`config.mk`:
```
export PLATFORM = sky130hd
export DESIGN_NAME = instr_stream_gen
export DESIGN_NICKNAME = d
export VERILOG_FILES = /design/src/rtl/instr_pkg.sv /design/src/rtl/lfsr32_galois.sv /design/src/rtl/instr_stream_gen.sv
export SDC_FILE = /design/constraint.sdc
export NUM_CORES = 1
export LEC_CHECK = 0
export ABC_AREA = 1
export CAP_MARGIN = 20
export CORE_MARGIN = 2
export CORE_UTILIZATION = 40
export DETAILED_ROUTE_END_ITERATION = 6
export PLACE_DENSITY = 0.77
export SLEW_MARGIN = 20
export SYNTH_ARGS = -nofsm -noshare
export SYNTH_HDL_FRONTEND = slang
export SYNTH_SLANG_ARGS = --single-unit
```
`constraint.sdc`:
```
create_clock -name clk -period 3.15 [get_ports clk]
set_input_delay 0.315 -clock clk [delete_from_list [all_inputs] [get_ports clk]]
set_output_delay 0.315 -clock clk [all_outputs]
set_load 0.005 [all_outputs]
```
`src/rtl/instr_pkg.sv`:
```
// Shared encodings and types for the random RV32I instruction stream generator.
// Opcodes, funct3 values, LFSR taps and the stream mode enum.
package instr_pkg;

   localparam logic [6:0] OP_R  = 7'b0110011;
   localparam logic [6:0] OP_I  = 7'b0010011;
   localparam logic [6:0] OP_LW = 7'b0000011;
   localparam logic [6:0] OP_SW = 7'b0100011;

   localparam logic [2:0] F3_ADD = 3'b000;
   localparam logic [2:0] F3_SLL = 3'b001;
   localparam logic [2:0] F3_W   = 3'b010;
   localparam logic [2:0] F3_SR  = 3'b101;

   localparam logic [31:0] LFSR_TAPS = 32'h8020_0003;

   typedef enum logic [1:0] {
      MODE_R,
      MODE_I,
      MODE_RI,
      MODE_ALL
   } mode_e;

   typedef enum logic [1:0] {
      ST_IDLE,
      ST_GEN,
      ST_DONE
   } state_e;

   typedef enum logic [1:0] {
      K_R,
      K_I,
      K_LW,
      K_SW
   } kind_e;

endpackage

```
`src/rtl/lfsr32_galois.sv`:
```
// 32-bit right-shifting Galois LFSR with synchronous load and step enable.
// Load has priority over enable.
module lfsr32_galois
   import instr_pkg::*;
#(
   parameter logic [31:0] RESET_VAL = 32'h0000_0001
) (
   input  logic        clk,
   input  logic        reset,
   input  logic        load,
   input  logic        enable,
   input  logic [31:0] seed,
   output logic [31:0] state
);

   logic [31:0] r_state;
   logic [31:0] w_step;

   assign w_step = (r_state >> 1) ^ (r_state[0] ? LFSR_TAPS : 32'h0);

   always_ff @(posedge clk) begin
      if (!reset) begin
         r_state <= RESET_VAL;
      end else if (load) begin
         r_state <= seed;
      end else if (enable) begin
         r_state <= w_step;
      end
   end

   assign state = r_state;

endmodule

```
`src/rtl/instr_stream_gen.sv`:
```
// Streams pseudo-random RV32I instructions out and into instruction memory.
// Instruction k is decoded combinationally from LFSR state S_k.
module instr_stream_gen
   import instr_pkg::*;
#(
   parameter int          DEPTH      = 256,
   parameter logic [31:0] SEED       = 32'h0000_0001,
   parameter logic [4:0]  REG_MASK   = 5'b11111,
   parameter int          DMEM_BYTES = 1024,
   parameter bit          NO_X0_RD   = 1'b1,
   localparam int         CW = $clog2(DEPTH + 1),
   localparam int         AW = (DEPTH > 1) ? $clog2(DEPTH) : 1
) (
   input  logic          clk,
   input  logic          reset,
   input  logic          start,
   input  logic [CW-1:0] count,
   input  logic [1:0]    mode,
   input  logic [31:0]   seed_in,
   output logic          out_valid,
   input  logic          out_ready,
   output logic [31:0]   out_instr,
   output logic          imem_we,
   output logic [AW-1:0] imem_addr,
   output logic [31:0]   imem_wdata,
   output logic          busy,
   output logic          done
);

   state_e        r_state;
   state_e        w_next;
   logic [CW-1:0] r_cnt;
   logic [CW-1:0] r_idx;
   mode_e         r_mode;

   logic          w_start;
   logic          w_fire;
   logic          w_last;
   logic [CW-1:0] w_cnt_in;
   logic [31:0]   w_seed;
   logic [31:0]   w_s;

   logic [4:0]    w_rd0;
   logic [4:0]    w_rd;
   logic [4:0]    w_rs1;
   logic [4:0]    w_rs2;
   logic [2:0]    w_f3;
   logic [6:0]    w_f7;
   logic [11:0]   w_imm;
   logic [11:0]   w_off;
   kind_e         w_kind;
   logic [31:0]   w_instr;
   logic          w_unused;

   assign w_start  = start && (r_state == ST_IDLE);
   assign w_cnt_in = (count > CW'(DEPTH)) ? CW'(DEPTH) : count;
   assign w_seed   = (seed_in == 32'h0) ? SEED : seed_in;
   assign w_fire   = out_valid && out_ready;
   assign w_last   = (r_idx + CW'(1)) == r_cnt;

   lfsr32_galois #(
      .RESET_VAL (SEED)
   ) u_lfsr (
      .clk    (clk),
      .reset  (reset),
      .load   (w_start),
      .enable (w_fire),
      .seed   (w_seed),
      .state  (w_s)
   );

   always_ff @(posedge clk) begin
      if (!reset) begin
         r_state <= ST_IDLE;
      end else begin
         r_state <= w_next;
      end
   end

   always_ff @(posedge clk) begin
      if (!reset) begin
         r_cnt  <= '0;
         r_idx  <= '0;
         r_mode <= MODE_R;
      end else if (w_start) begin
         r_cnt  <= w_cnt_in;
         r_idx  <= '0;
         r_mode <= mode_e'(mode);
      end else if (w_fire) begin
         r_idx <= r_idx + CW'(1);
      end else if (r_state == ST_DONE) begin
         r_idx <= '0;
      end
   end

   always_comb begin
      w_next    = r_state;
      out_valid = 1'b0;
      busy      = 1'b0;
      done      = 1'b0;
      unique case (r_state)
         ST_IDLE: begin
            if (start) begin
               w_next = (w_cnt_in == '0) ? ST_DONE : ST_GEN;
            end
         end
         ST_GEN: begin
            out_valid = 1'b1;
            busy      = 1'b1;
            if (w_fire && w_last) begin
               w_next = ST_DONE;
            end
         end
         ST_DONE: begin
            busy   = 1'b1;
            done   = 1'b1;
            w_next = ST_IDLE;
         end
         default: w_next = ST_IDLE;
      endcase
   end

   // Register fields are masked first; the x0 override on rd goes last.
   assign w_rd0 = w_s[11:7] & REG_MASK;
   assign w_rd  = (NO_X0_RD && (w_rd0 == 5'd0)) ? 5'd1 : w_rd0;
   assign w_rs1 = w_s[19:15] & REG_MASK;
   assign w_rs2 = w_s[24:20] & REG_MASK;
   assign w_f3  = w_s[14:12];
   assign w_f7  = {1'b0, w_s[30], 5'b0};
   assign w_off = w_s[31:20] & 12'(DMEM_BYTES - 4);

   always_comb begin
      w_kind = K_R;
      unique case (r_mode)
         MODE_R:   w_kind = K_R;
         MODE_I:   w_kind = K_I;
         MODE_RI:  w_kind = w_s[0] ? K_I : K_R;
         MODE_ALL: w_kind = kind_e'(w_s[1:0]);
      endcase
   end

   always_comb begin
      w_imm   = w_s[31:20];
      w_instr = '0;
      if (w_f3 == F3_SLL) begin
         w_imm[11:5] = 7'b0;
      end else if (w_f3 == F3_SR) begin
         w_imm[11:5] = w_f7;
      end
      unique case (w_kind)
         K_R: begin
            w_instr = {
               ((w_f3 == F3_ADD) || (w_f3 == F3_SR)) ? w_f7 : 7'b0,
               w_rs2, w_rs1, w_f3, w_rd, OP_R
            };
         end
         K_I: begin
            w_instr = {w_imm, w_rs1, w_f3, w_rd, OP_I};
         end
         K_LW: begin
            w_instr = {w_off, 5'd0, F3_W, w_rd, OP_LW};
         end
         K_SW: begin
            w_instr = {
               w_off[11:5], w_rs2, 5'd0, F3_W, w_off[4:0], OP_SW
            };
         end
      endcase
   end

   // Low LFSR bits only feed the type select.
   assign w_unused = ^w_s[6:2];

   assign out_instr  = (r_state == ST_GEN) ? w_instr : 32'h0;
   assign imem_we    = w_fire;
   assign imem_addr  = r_idx[AW-1:0];
   assign imem_wdata = out_instr;

endmodule

```
### Word level (Yosys, flattened, before mapping)

Index checks and enable logic that the tools add are counted.

* register bits after elaboration: 54
* output and inout port bits: 76

* bitwise gates (word level): 2
* magnitude comparators: 1
* add/sub/neg operators: 1
* equality and inequality tests: 13
* mux-type cells: 22
* reduce and logical (&&, ||, !) cells: 16

Operators with widths (number)
* 32-bit 2-to-1 mux: 5
* 32-bit case mux with 4 select lines: 1
* 32-bit logical NOT: 1
* 31-bit by 32-bit bitwise XOR with 32-bit output: 1
* 9-bit 2-to-1 mux: 3
* 7-bit 2-to-1 mux: 2
* 2-bit equality test (second input constant): 5
* 9-bit by 1-bit adder with 9-bit output (second input constant): 1
* 9-bit equality test: 1
* 9-bit greater-than comparator (second input constant): 1
* 9-bit logical NOT: 1
* 2-bit case mux with 4 select lines: 1
* 2-bit by 1-bit equality test with 1-bit output (second input constant): 3
* 2-bit logical NOT: 3
* 2-bit 2-to-1 mux: 3
* 6-bit 2-to-1 mux: 1
* 5-bit logical NOT: 1
* 5-bit 2-to-1 mux: 1
* 1-bit 2-to-1 mux: 4
* 2-bit inequality test (second input constant): 2
* 2-bit case mux with 2 select lines: 1
* 2-bit nonzero test: 2
* 2-bit OR reduction: 2
* 3-bit by 1-bit equality test with 1-bit output (second input constant): 1
* other kinds (6): 8

### Depth between registers and ports, before layout

* depth after elaboration: 6
* gate-level depth with buffers: 14

### Cells and area by module

From an unflattened synthesis, not the netlist that was laid out.

* cell total of the unflattened synthesis: 588
* area total of the unflattened synthesis: 3657.3 um^2

Modules (own cells, without submodules)
* instr_stream_gen: instances 1, area each 2098.3 um^2, cells each 342, seq. area each 440.4 um^2
* lfsr32_galois: instances 1, area each 1559.0 um^2, cells each 246, seq. area each 640.6 um^2

### Least setup slack after synthesis

Ideal clock, no wire load.

* path type: reg-to-output
* start: reg u_lfsr.r_state[0], in the netlist u_lfsr.state[0]
* end: out out_instr[10]
* stages on the path, launching flop included: 11
* required time: 2.835 ns
* data arrival time: 1.895 ns
* path buffers: 2
* setup slack: 0.940 ns
* cells stage by stage: dfxtp_1 -> clkbuf_1 -> nand2_1 -> o21ai_0 -> inv_1 -> ha_1 -> nor2_1 -> nand2_1 -> nand3_1 -> o21ai_0 -> buf_4

* cells in the longest elaborated chain, start to end: 5
* elaborated cells between the ends (all ways): 8

Ends and longest elaborated chain
* from (decl): line lfsr32_galois.sv:16 `logic [31:0] r_state;`
* from (signal assigned): line lfsr32_galois.sv:27 `r_state <= w_step;`
* 1-bit 2-to-1 mux: line instr_stream_gen.sv:137 `MODE_RI: w_kind = w_s[0] ? K_I : K_R;`
* 2-bit case mux with 4 select lines (*): line instr_stream_gen.sv:134 `unique case (r_mode)`
* 2-bit equality test (tied with other cells): line instr_stream_gen.sv:150 `unique case (w_kind)`
* 32-bit case mux with 4 select lines (*): line instr_stream_gen.sv:150
* 32-bit 2-to-1 mux (*): line instr_stream_gen.sv:174 `assign out_instr = (r_state == ST_GEN) ? w_instr : 32'h0;`
* to (decl): line instr_stream_gen.sv:22 `output logic [31:0] out_instr,`

Mark *: on every way between the ends. The rest lies on a longest branch, timed or not. The select of a mux whose other input is x is not followed.

### Final worst setup path

* start: reg u_lfsr.r_state[0], in the netlist u_lfsr.state[0]
* end: out imem_wdata[28]

* cells in the longest elaborated chain, start to end: 5
* elaborated cells between the ends (all ways): 8

Ends and longest elaborated chain
* 1-bit 2-to-1 mux: line instr_stream_gen.sv:137
* 2-bit case mux with 4 select lines (*): line instr_stream_gen.sv:134
* 2-bit equality test (tied with other cells): line instr_stream_gen.sv:150
* 32-bit case mux with 4 select lines (*): line instr_stream_gen.sv:150
* 32-bit 2-to-1 mux (*): line instr_stream_gen.sv:174
* to (decl): line instr_stream_gen.sv:25 `output logic [31:0] imem_wdata,`

Marks and branches as above.

==> metrics.csv <==
stage,metric,value,unit
status,status,completed,
die,rows,33,
sta,rsz0062_at_grt,yes,
sta,tightest_slew,660.7,ps
die,initial_core_util,0.4136,
clocking,cts_setup_buffers,0,
critical_path,r2r-start,r_state[1]$_SDFFE_PN0P_,
sta,period_needed,2912,ps
critical_path,critPathMaxStageDelay,570,ps
min_path,worstHoldPathCells,2,
placement,port_buffers,116,
synth,avgSynthCellArea,6.804,sq um
synth,postSynthCellCount,502,
die,core,8258,sq um
sta,tns,0,ps
clocking,cts_buffers,5,
critical_path,critPathTopFamily,buffers and inverters,
min_path,min_from,r_cnt[8]$_SDFFE_PN0P_,
finish,syn2layout_area_growth,30.73,%
synth,ys_seq_area_frac,0.3165,
sta,maxSlewHeadroom,0.5579,
clocking,cts_tree,done,
critical_path,startpoint,u_lfsr.state[0]$_SDFFE_PN1P_,
sta,fin_worst_skew,14.49,ps
critical_path,crit_slowest_cell,clkdlybuf4s50_1,
die,die_w,96.41,microns
critical_path,path_class,reg2out,
detailed_routing,antenna_left,0,
synth,synth_seq_cells,54,
critical_path,cp.depth,8,
sta,fmax,343.4,MHz
critical_path,r2r_end,u_lfsr.state[8]$_SDFFE_PN0P_,
detailed_routing,drt_iter0_markers,263,
detailed_routing,viasPerCell,5.239,
critical_path,rrSetupSlack,710,ps
global_route,grt_usage,0.2123,
detailed_routing,dr.pass1.iters,5,
critical_path,required,2830,ps
clocking,cts_root_buf,clkbuf_8,
detailed_routing,vias,3547,
detailed_routing,drt-total-wl,9940,microns
synth,synth_area,3416,sq um
power,p_per_area,413.0,nW/um^2
flow_run,drv_cap,0,
sta,finalHoldViolCount,0,
sta,fin_ws,237.8,ps
finish,stdcell_count,677,
detailed_routing,wl_per_cell,14.68,microns
finish,n_antenna_cell,0,
finish,layout.nets,626,
critical_path,end_kind,primary output,
finish,multiInputGateArea,1653,sq um
power,switching_power,619.8,uW
critical_path,ff2ff_path_depth,7,
placement,hpwl,7484,microns
clocking,ctsHtreeMaxLevel,2,
power,power.share.sequential,0.450,
die,die_height,96.41,microns
critical_path,cp_num_buf_inv,3,
die,dieArea,9295,sq um
synth,ys_warn_count,0,
clocking,clk-insertion-delay-late,310,ps
clocking,clkTransAtPathRegs,110,ps
finish,final_cell_area,4466,sq um
sta,setup_viol,0,
finish,area.sequential,1081,sq um
global_route,grt_pass1_vias,3238,
power,leakagePower,1.778,nW
die,pin_count,123,
global_route,grt_max_degree,52,
critical_path,start_kind,flop,
synth,yosysUniqueCellTypes,37,
min_path,whs_endpoint,r_cnt[8]$_SDFFE_PN0P_,
placement,place_area,4360,sq um
global_route,grt_overflow,0,
detailed_routing,drc,0,
finish,fin_util,0.5408,
critical_path,crit_chain,nand2_1 > o21ai_1 > inv_1 > ha_1 > inv_1 > nand2_1 > nor3b_1 > clkdlybuf4s50_1,
global_route,antenna_found_initial,0,
placement,gp_congestion,0.8501,
finish,drive_above_1_share,0.04720,
clocking,clock-sinks,54,
power,ir_drop,0.2388,mV
power,internal-power,1.224,mW
placement,dp.cells,669,
critical_path,path_max_fanout,7,
sta,drv_slew,0,
power,p_clk_frac,0.238,
finish,fillerInstances,818,
clocking,cts_buffer_depth,2,
min_path,hold_path_class,reg2reg,
power,combPwrFrac,0.311,
global_route,grt_pass1_wl,15590,microns
placement,pre_cts_slack,603.8,ps
power,swShare,0.3361,
critical_path,critical_path_arrival,2600,ps
sta,finalCritPeriodShare,0.9245,
## cells in the mapped netlist
master | n | area [sq um]
o211ai_1 | 1 | 7.510
a211oi_1 | 1 | 7.510
a21oi_2 | 1 | 8.760
a21oi_1 | 22 | 110.1
dfxtp_1 | 54 | 1081
xnor2_1 | 2 | 17.52
o21bai_1 | 1 | 7.510
o21ai_1 | 1 | 5.000
clkinv_1 | 1 | 3.750
nand4_1 | 9 | 56.30
nor3_1 | 23 | 115.1
o22ai_1 | 2 | 12.51
or2_2 | 1 | 6.260
conb_1 | 1 | 3.750
ha_1 | 8 | 100.1
nand2_1 | 76 | 285.3
clkbuf_1 | 18 | 67.56
a221oi_1 | 5 | 43.79
a31oi_1 | 8 | 50.05
xor2_1 | 1 | 8.760
and2_1 | 1 | 6.260
nor2_4 | 2 | 22.52
nand3_1 | 38 | 190.2
nor4_1 | 3 | 18.77
o31ai_1 | 4 | 30.03
nand2_2 | 3 | 18.77
inv_1 | 69 | 259.0
buf_2 | 2 | 10.01
o221ai_1 | 3 | 26.28
nor2_1 | 42 | 157.7
a2111oi_0 | 15 | 131.4
nor2_2 | 1 | 6.260
nor3b_1 | 6 | 45.04
o21ai_0 | 27 | 135.1
buf_1 | 1 | 3.750
buf_4 | 46 | 345.3
inv_2 | 3 | 11.26
## worst max-delay path by stage
stage,to,slack (ps)
final,imem_wdata[28],240
after global routing,imem_wdata[31],-20
after CTS,imem_wdata[28],180
after detailed placement,imem_wdata[28],600
after global placement,imem_wdata[31],690
after floorplan,out_instr[10],940
## flip-flops by register name, summed over array words and instances, names as in the netlist
name,cells
r_mode,2
r_idx,9
u_lfsr.state,32
r_cnt,9
r_state,2
## through the flow
| stage | hold slack (ps) | power (mW) |
|---|---|---|
| after floorplan | 439.3 | 1.182 |
| after global placement | 454.3 | 1.398 |
| after detailed placement | 465.7 | 1.409 |
| after CTS | 479.5 | 1.839 |
| after global routing | 510.2 | 1.945 |
| final | 478.2 | 1.844 |
## power by group through the flow
stage | sequential, mW | clock, mW | combinational, mW
after floorplan | 0.818 | 0 | 0.364
after global placement | 0.841 | 0 | 0.557
after detailed placement | 0.842 | 0 | 0.567
after CTS | 0.828 | 0.440 | 0.571
after global routing | 0.839 | 0.467 | 0.639
final | 0.830 | 0.440 | 0.574
## timing repair
item | CTS | global route
endpoints found under the hold margin | 0 | 0
endpoints found under the setup margin | 0 | 11
hold buffers | 0 | 0
gates resized for setup | 0 | 1
## placed cells by master (no fill, tap or decap), types with 2 or more instances in the layout
master / count
a2111oi_0: 15
a21oi_1: 22
a221oi_1: 5
a31oi_1: 8
buf_4: 8
clkbuf_8: 7
clkdlybuf4s50_1: 116
conb_1: 6
dfxtp_1: 54
ha_1: 8
inv_1: 69
inv_2: 3
nand2_1: 76
nand2_2: 3
nand3_1: 38
nand4_1: 9
nor2_1: 42
nor2_4: 2
nor3_1: 23
nor3b_1: 6
nor4_1: 3
o21ai_0: 26
o21ai_1: 2
o221ai_1: 3
o22ai_1: 2
o31ai_1: 4
xnor2_1: 2
## final cells by class
cell class | instances | area share
clock buffer | 7 | 0.02157
clock inverter | 1 | 0.001961
inverter | 73 | 0.06136
multi-input combinational | 313 | 0.3701
sequential | 54 | 0.2421
tap | 105 | 0.02942
timing repair buffer | 124 | 0.2735
## metal layers
metal / routed length (microns) / track usage / up-vias
met2: 4681 / 0.3490 / 144
met1: 4447 / 0.2921 / 1639
met5: 0 / 0 / -
met4: 62 / 0.03756 / 0
met3: 748 / 0.04344 / 6
li1: - / - / 1758
## kinds of logic after synthesis
family,Yosys count,share of synthesized area
simple gates,205,0.2718
flops,54,0.3165
compound gates,91,0.1685
buf+inv,140,0.2051
xor+xnor,3,0.007694
other cells,1,0.001098
fa+ha+maj,8,0.02931
## worst register-to-register path, delay by kind of cell, from the launching register on
| kind | cells | cell delay [ps] |
|---|---|---|
| AO/OA/AOI/OAI | 1 | 320 |
| buffers and inverters | 3 | 620 |
| flip-flops | 1 | 320 |
| AND/OR/NAND/NOR | 2 | 520 |
| adder cells (fa/ha/maj) | 1 | 560 |
No activity file was read; power rests on OpenSTA's default activity.
